--- src/rtl/hsid_x_pkg.sv ---
// Shared types and constants for the HSpecID-X sequencer and its min/max tracker.
package hsid_x_pkg;

  localparam int WORD_BYTES    = 4;
  localparam int MSE_WIDTH     = 32;
  localparam int LIB_REF_WIDTH = 8;

  typedef enum logic [3:0] {
    ST_IDLE,
    ST_RD_CAP,
    ST_WAIT_CAP,
    ST_RD_LIB,
    ST_WAIT_LIB,
    ST_PUSH,
    ST_WAIT_MSE,
    ST_DONE,
    ST_ERROR
  } hsid_x_seq_state_e;

  // "ref" is a reserved word, so the library index field is lib_ref.
  typedef struct packed {
    logic [MSE_WIDTH-1:0]     value;
    logic [LIB_REF_WIDTH-1:0] lib_ref;
  } hsid_x_mse_res_t;

endpackage

--- src/rtl/hsid_x_minmax.sv ---
// Min/max MSE tracker: first result loads both, later results replace only on a
// strict unsigned improvement so ties keep the earliest library index.
module hsid_x_minmax
  import hsid_x_pkg::*;
(
  input  logic            clk,
  input  logic            rst,
  input  logic            i_clear,
  input  logic            i_load,
  input  logic            i_update,
  input  hsid_x_mse_res_t i_res,
  output hsid_x_mse_res_t o_min,
  output hsid_x_mse_res_t o_max
);

  hsid_x_mse_res_t r_min;
  hsid_x_mse_res_t r_max;

  // NOTE: sequential state uses non-blocking assignments so every register
  // samples pre-edge values regardless of statement order.
  always_ff @(posedge clk) begin
    if (rst || i_clear) begin
      r_min <= '0;
      r_max <= '0;
    end else if (i_load) begin
      r_min <= i_res;
      r_max <= i_res;
    end else if (i_update) begin
      if (i_res.value < r_min.value) r_min <= i_res;
      if (i_res.value > r_max.value) r_max <= i_res;
    end
  end

  assign o_min = r_min;
  assign o_max = r_max;

endmodule

--- src/rtl/hsid_x_seq.sv ---
// HSpecID-X top sequencer: walks captured vs library pixel bands over a
// single-outstanding read port, streams band pairs to the MSE unit, tracks min/max.
module hsid_x_seq
  import hsid_x_pkg::*;
#(
  parameter  int WORD_WIDTH            = 32,
  parameter  int HSI_BANDS             = 128,
  parameter  int HSI_LIBRARY_SIZE      = 256,
  localparam int HSI_BANDS_ADDR        = $clog2(HSI_BANDS),
  localparam int HSI_LIBRARY_SIZE_ADDR = $clog2(HSI_LIBRARY_SIZE)
) (
  input  logic                             clk,
  input  logic                             rst,
  input  logic                             start,
  input  logic                             clear,
  input  logic [HSI_LIBRARY_SIZE_ADDR-1:0] library_size,
  input  logic [HSI_BANDS_ADDR-1:0]        pixel_bands,
  input  logic [WORD_WIDTH-1:0]            captured_pixel_addr,
  input  logic [WORD_WIDTH-1:0]            library_pixel_addr,
  output logic                             idle,
  output logic                             ready,
  output logic                             done,
  output logic                             error,
  output logic                             mem_req,
  output logic [WORD_WIDTH-1:0]            mem_addr,
  input  logic                             mem_gnt,
  input  logic                             mem_rvalid,
  input  logic [WORD_WIDTH-1:0]            mem_rdata,
  input  logic                             mem_err,
  output logic                             band_valid,
  output logic [WORD_WIDTH-1:0]            band_cap,
  output logic [WORD_WIDTH-1:0]            band_lib,
  output logic                             band_last,
  input  logic                             mse_valid,
  input  logic [WORD_WIDTH-1:0]            mse_value,
  output logic [HSI_LIBRARY_SIZE_ADDR-1:0] mse_min_ref,
  output logic [HSI_LIBRARY_SIZE_ADDR-1:0] mse_max_ref,
  output logic [WORD_WIDTH-1:0]            mse_min_value,
  output logic [WORD_WIDTH-1:0]            mse_max_value
);

  hsid_x_seq_state_e r_state, w_next;

  logic [HSI_BANDS_ADDR-1:0]        r_b, r_bands;
  logic [HSI_LIBRARY_SIZE_ADDR-1:0] r_p, r_lib_size;
  logic [WORD_WIDTH-1:0]            r_cap_base, r_lib_addr, r_cap_word, r_lib_word;
  logic                             r_stale;

  logic w_start_ok, w_mm_load, w_mm_update, w_last_band, w_last_pix, w_in_wait;
  logic [WORD_WIDTH-1:0] w_band_off;
  hsid_x_mse_res_t w_res, w_min, w_max;

  assign w_last_band = (r_b == r_bands - HSI_BANDS_ADDR'(1));
  assign w_last_pix  = (r_p == r_lib_size - HSI_LIBRARY_SIZE_ADDR'(1));
  assign w_in_wait   = (r_state == ST_WAIT_CAP) || (r_state == ST_WAIT_LIB);
  assign w_band_off  = WORD_WIDTH'(r_b) * WORD_WIDTH'(WORD_BYTES);

  always_ff @(posedge clk) begin
    if (rst) r_state <= ST_IDLE;
    else     r_state <= w_next;
  end

  // NOTE: every signal driven here gets a default first, so no path can
  // leave one unassigned and infer a latch.
  always_comb begin
    w_next      = r_state;
    mem_req     = 1'b0;
    mem_addr    = '0;
    band_valid  = 1'b0;
    band_last   = 1'b0;
    w_start_ok  = 1'b0;
    w_mm_load   = 1'b0;
    w_mm_update = 1'b0;
    case (r_state)
      ST_IDLE, ST_DONE, ST_ERROR: begin
        if (start) begin
          if (library_size == '0 || pixel_bands == '0) begin
            w_next = ST_ERROR;
          end else begin
            w_next     = ST_RD_CAP;
            w_start_ok = 1'b1;
          end
        end
      end
      ST_RD_CAP: begin
        // A read orphaned by clear must drain before the next request goes out.
        mem_req  = !r_stale;
        mem_addr = r_cap_base + w_band_off;
        if (mem_req && mem_gnt) w_next = ST_WAIT_CAP;
      end
      ST_WAIT_CAP: if (mem_rvalid) w_next = mem_err ? ST_ERROR : ST_RD_LIB;
      ST_RD_LIB: begin
        mem_req  = !r_stale;
        mem_addr = r_lib_addr;
        if (mem_req && mem_gnt) w_next = ST_WAIT_LIB;
      end
      ST_WAIT_LIB: if (mem_rvalid) w_next = mem_err ? ST_ERROR : ST_PUSH;
      ST_PUSH: begin
        band_valid = 1'b1;
        band_last  = w_last_band;
        w_next     = w_last_band ? ST_WAIT_MSE : ST_RD_CAP;
      end
      ST_WAIT_MSE: begin
        if (mse_valid) begin
          w_mm_load   = (r_p == '0);
          w_mm_update = (r_p != '0);
          w_next      = w_last_pix ? ST_DONE : ST_RD_CAP;
        end
      end
      default: w_next = ST_IDLE;
    endcase
    if (clear) w_next = ST_IDLE;
  end

  always_ff @(posedge clk) begin
    if (rst) begin
      r_b        <= '0;
      r_bands    <= '0;
      r_p        <= '0;
      r_lib_size <= '0;
      r_cap_base <= '0;
      r_lib_addr <= '0;
      r_cap_word <= '0;
      r_lib_word <= '0;
      r_stale    <= 1'b0;
    end else begin
      if (clear && ((w_in_wait && !mem_rvalid) || (mem_req && mem_gnt))) r_stale <= 1'b1;
      else if (mem_rvalid)                                                r_stale <= 1'b0;

      if (clear) begin
        r_b <= '0;
        r_p <= '0;
      end else begin
        if (w_start_ok) begin
          r_b        <= '0;
          r_p        <= '0;
          r_bands    <= pixel_bands;
          r_lib_size <= library_size;
          r_cap_base <= captured_pixel_addr;
          r_lib_addr <= library_pixel_addr;
        end
        if (r_state == ST_WAIT_CAP && mem_rvalid && !mem_err) r_cap_word <= mem_rdata;
        if (r_state == ST_WAIT_LIB && mem_rvalid && !mem_err) begin
          r_lib_word <= mem_rdata;
          r_lib_addr <= r_lib_addr + WORD_WIDTH'(WORD_BYTES);
        end
        if (r_state == ST_PUSH) r_b <= w_last_band ? '0 : r_b + HSI_BANDS_ADDR'(1);
        if (r_state == ST_WAIT_MSE && mse_valid && !w_last_pix) r_p <= r_p + HSI_LIBRARY_SIZE_ADDR'(1);
      end
    end
  end

  assign w_res.value   = MSE_WIDTH'(mse_value);
  assign w_res.lib_ref = LIB_REF_WIDTH'(r_p);

  hsid_x_minmax u_minmax (
    .clk      (clk),
    .rst      (rst),
    .i_clear  (clear || w_start_ok),
    .i_load   (w_mm_load),
    .i_update (w_mm_update),
    .i_res    (w_res),
    .o_min    (w_min),
    .o_max    (w_max)
  );

  assign idle          = (r_state == ST_IDLE) || (r_state == ST_DONE) || (r_state == ST_ERROR);
  assign ready         = idle;
  assign done          = (r_state == ST_DONE);
  assign error         = (r_state == ST_ERROR);
  assign band_cap      = r_cap_word;
  assign band_lib      = r_lib_word;
  assign mse_min_value = WORD_WIDTH'(w_min.value);
  assign mse_max_value = WORD_WIDTH'(w_max.value);
  assign mse_min_ref   = HSI_LIBRARY_SIZE_ADDR'(w_min.lib_ref);
  assign mse_max_ref   = HSI_LIBRARY_SIZE_ADDR'(w_max.lib_ref);

endmodule

--- config.mk ---
export PLATFORM = sky130hd
export DESIGN_NAME = hsid_x_seq
export DESIGN_NICKNAME = d
export VERILOG_FILES = /design/src/rtl/hsid_x_pkg.sv /design/src/rtl/hsid_x_minmax.sv /design/src/rtl/hsid_x_seq.sv
export SDC_FILE = /design/constraint.sdc
export NUM_CORES = 1
export LEC_CHECK = 0
export BUFFER_PORTS_ARGS = -buffer_cell sky130_fd_sc_hd__buf_2
export CAP_MARGIN = 30
export CORE_ASPECT_RATIO = 0.9
export CORE_MARGIN = 1
export CORE_UTILIZATION = 54
export CTS_CLUSTER_SIZE = 12
export DETAILED_ROUTE_END_ITERATION = 6
export PLACE_DENSITY = 0.88
export SYNTH_ARGS = -nofsm -noshare
export SYNTH_HDL_FRONTEND = slang
export SYNTH_SLANG_ARGS = --single-unit
export TNS_END_PERCENT = 20
--- constraint.sdc ---
create_clock -name clk -period 8.2 [get_ports clk]
set_input_delay 1.64 -clock clk [delete_from_list [all_inputs] [get_ports clk]]
set_output_delay 1.64 -clock clk [all_outputs]
set_load 0.05 [all_outputs]
==> results.py <==
metrics = {
    "synthesis": {
        "synth_edf_count": 0,
        "syn_avg_cell_area_um2": 7.791,
        "synth_top_area_cell": "dfxtp_1",
        "synthFlopType": "dfxtp_1",
        "synth_area_leaders": "dfxtp_1 (37%), nand2_1 (12%), a21oi_1 (7.6%), ha_1 (7.2%), mux2i_1 (6.2%)",
        "synth_top_area_share_pct": 36.84,
        "ys_warn_count": 0,
        "synth.distinct_cells": 75,
        "synth-seq-area-share_pct": 36.84,
        "syn_area_um2": 13210,
        "syn_nets": 1923,
        "async_reset_ff_share_pct": 0,
        "ys_ff_latch": 243,
        "netlist_instances": 1695,
    },
    "die": {
        "die_y_um": 150.4,
        "num_rows": 53,
        "start_util_pct": 55.78,
        "die_area_um2": 25080,
        "io_pins": 334,
        "die_x_um": 166.8,
        "core-area_um2": 23670,
    },
    "power": {
        "pwr-share-comb_pct": 13.3,
        "ir_drop_mv": 0.1616,
        "p_total_w": 0.002882,
        "p_int_w": 0.002105,
        "seqPwrFrac_pct": 43.6,
        "p_sw_w": 0.0007773,
        "swShare_pct": 26.97,
        "clockPowerShare_pct": 43.1,
        "power.density_nw_per_um2": 181.4,
        "p_leak_nw": 7.073,
    },
    "clock_network": {
        "post_cts_buffers": 0,
        "clk_pin_slew_worst_paths_ps": 60,
        "tritoncts": "yes",
        "clockRootBuffer": "clkbuf_16",
        "numCtsBuffers": 27,
        "cts_buffer_depth": 3,
        "clk_latency_ps": 540,
        "htreeDepth": 1,
        "cts-resized-gates": 0,
        "postCtsHoldBufs": 0,
        "cts.sinks": 243,
    },
    "timing": {
        "rsz0062_at_grt": "no",
        "maxSlewViolCount": 0,
        "max_slew_margin_pct": 36.12,
        "fin_tns_setup_ps": 0,
        "fmax_ghz": 0.1968,
        "skew_ps": 18.17,
        "final.period_utilization_pct": 61.96,
        "fin_crit_ps": 5081,
        "final-setup-viol-count": 0,
        "finalHoldViolCount": 0,
        "timing.hold.ws_ps": 449.9,
        "worst_pin_slew_ps": 958.2,
    },
    "worst_setup_path": {
        "startpoint_type": "flip-flop",
        "arrival_ps": 3440,
        "critPathTopFamily": "simple AND/OR/NAND/NOR gates",
        "cpMaxStageDelayCell": "nor3_1",
        "cp_max_fo": 6,
        "crit_required_ps": 6560,
        "critPathMaxStageDelay_ps": 570,
        "crit_chain": "ha_1 > fa_1 > a21o_1 > a21o_1 > a21oi_1 > nor3_1 > nand3_1 > xor2_1 > a211oi_1 > buf_2",
        "cp-end-kind": "output port",
        "crit_buf_inv": 1,
        "critPathKind": "flip-flop to output port",
        "timing.critical_path.mode_cell": "a21o_1",
    },
    "grt": {
        "grt_pass1_vias": 12600,
        "antenna_found_initial": 5,
        "grt_overflow": 0,
        "track_usage_pct": 30.60,
        "grt_pass1_wl_um": 62710,
        "grt_max_degree": 88,
    },
    "cells_and_area": {
        "final_common_cell": "nand2_1",
        "final_cell_mix": "nand2_1 (419), buf_2 (332), dfxtp_1 (243)",
        "nNetsFinal": 2203,
        "drive_gt1_share_pct": 21.30,
        "area_delta_synth_final_pct": 20.31,
    },
    "detailed_routing": {
        "drt_pass1_iterations": 7,
        "ant_nets": 0,
        "post_drt_wl_per_cell_um": 17.35,
        "dr_total_vias": 13510,
        "drt_iter0_drc": 1121,
        "wirelength_um": 39860,
        "route.detailed.drc": 0,
        "vias_per_cell": 5.880,
    },
    "place": {
        "numPortBuffers": 333,
        "gp_congestion": 0.9591,
        "hpwl_um": 28940,
    },
    "worst_hold_path": {
        "hp-class": "flip-flop to flip-flop",
    },
    "run": {
        "cap_violations": 0,
    },
    "run_status": {
        "outcome": "completed",
    },
}
-- final timing paths --
| path | from | end | slack, ps | depth (start not counted) |
|---|---|---|---|---|
| max | r_b[0]$_SDFFE_PP0P_ | mem_addr[26] | 3120 | 10 |
| min | band_cap[19]$_SDFFE_PP0P_ | band_cap[19]$_SDFFE_PP0P_ | 450 | 2 |
| max reg2reg | u_minmax.o_max[35]$_SDFFE_PP0P_ | u_minmax.o_max[8]$_SDFFE_PP0P_ | 4550 | 10 |
| min reg2reg | band_cap[19]$_SDFFE_PP0P_ | band_cap[19]$_SDFFE_PP0P_ | 450 | 2 |
-- cells in the mapped netlist, drive strengths merged, types with 20 or more instances --
master,count
buf,28
o21ai,62
nand3,53
inv,85
nand2,420
nor3,22
ha,76
xor2,20
a21oi,200
and3,21
xnor2,29
clkbuf,70
dfxtp,243
nor2,84
mux2i,82
-- area by class of cell --
type | count | area (µm²)
inverter | 85 | 319.1
clock inverter | 8 | 122.6
fill | 1934 | 7787
antenna | 4 | 10.01
multi-input combinational | 1269 | 7570
tap | 302 | 377.9
sequential | 243 | 4865
timing repair buffer | 349 | 1839
clock buffer | 37 | 783.3
-- layer usage --
| metal | share of wire (%) | vias to the layer above | wire length (µm) | GRT usage (%) |
|---|---|---|---|---|
| met2 | 49 | 728 | 19420 | 53.45 |
| met5 | 0.033 | - | 13 | 0 |
| met1 | 38 | 6268 | 15240 | 37.22 |
| li1 | - | 6376 | - | - |
| met4 | 3.8 | 2 | 1520 | 12.50 |
| met3 | 9.2 | 132 | 3664 | 5.678 |
-- sequential cells by signal, indices dropped and copies added (netlist names) --
signal and flops:
u_minmax.o_max 40, u_minmax.o_min 40, band_cap 32, band_lib 32, r_cap_base 32, r_lib_addr 32
r_lib_size 8, r_p 8, r_b 7, r_bands 7, r_state 4, r_stale 1
-- through the flow --
step | cells | util (%) | area [µm²] | worst slack [ps]
finish | 2297 | 67.11 | 15890 | 3119
global route | 2297 | 67.11 | 15890 | 2856
global placement | 2244 | 62.90 | 14890 | 3102
floorplan | 1695 | - | 13210 | 3427
CTS | 2291 | 66.89 | 15840 | 3102
detailed placement | 2246 | 63.07 | 14930 | 3259
-- power groups by stage --
stage	sequential, W	combinational [W]	clock, W
2_1_floorplan	0.00127	0.000256	0
5_1_grt	0.00126	0.000418	0.00131
3_5_place_dp	0.00128	0.000371	0
3_3_place_gp	0.00128	0.000356	0
6_report	0.00126	0.000383	0.00124
4_1_cts	0.00125	0.000375	0.00126
-- tightest hold or removal path, cell delays in order (launching register included) --
cell	delay (ps)
dfxtp_1	300
nand2_1	50
a21oi_1	50
-- cells by family after synthesis --
family	count (synthesis)	share of synthesized area [%]
XOR/XNOR	49	3.250
multiplexers	85	6.500
buffers and inverters	183	5.998
AND/OR/NAND/NOR	689	23.33
flip-flops	243	36.84
adder cells (fa/ha/maj)	77	7.353
AO/OA/AOI/OAI	369	16.73
Power figures use the tool's default switching activity.
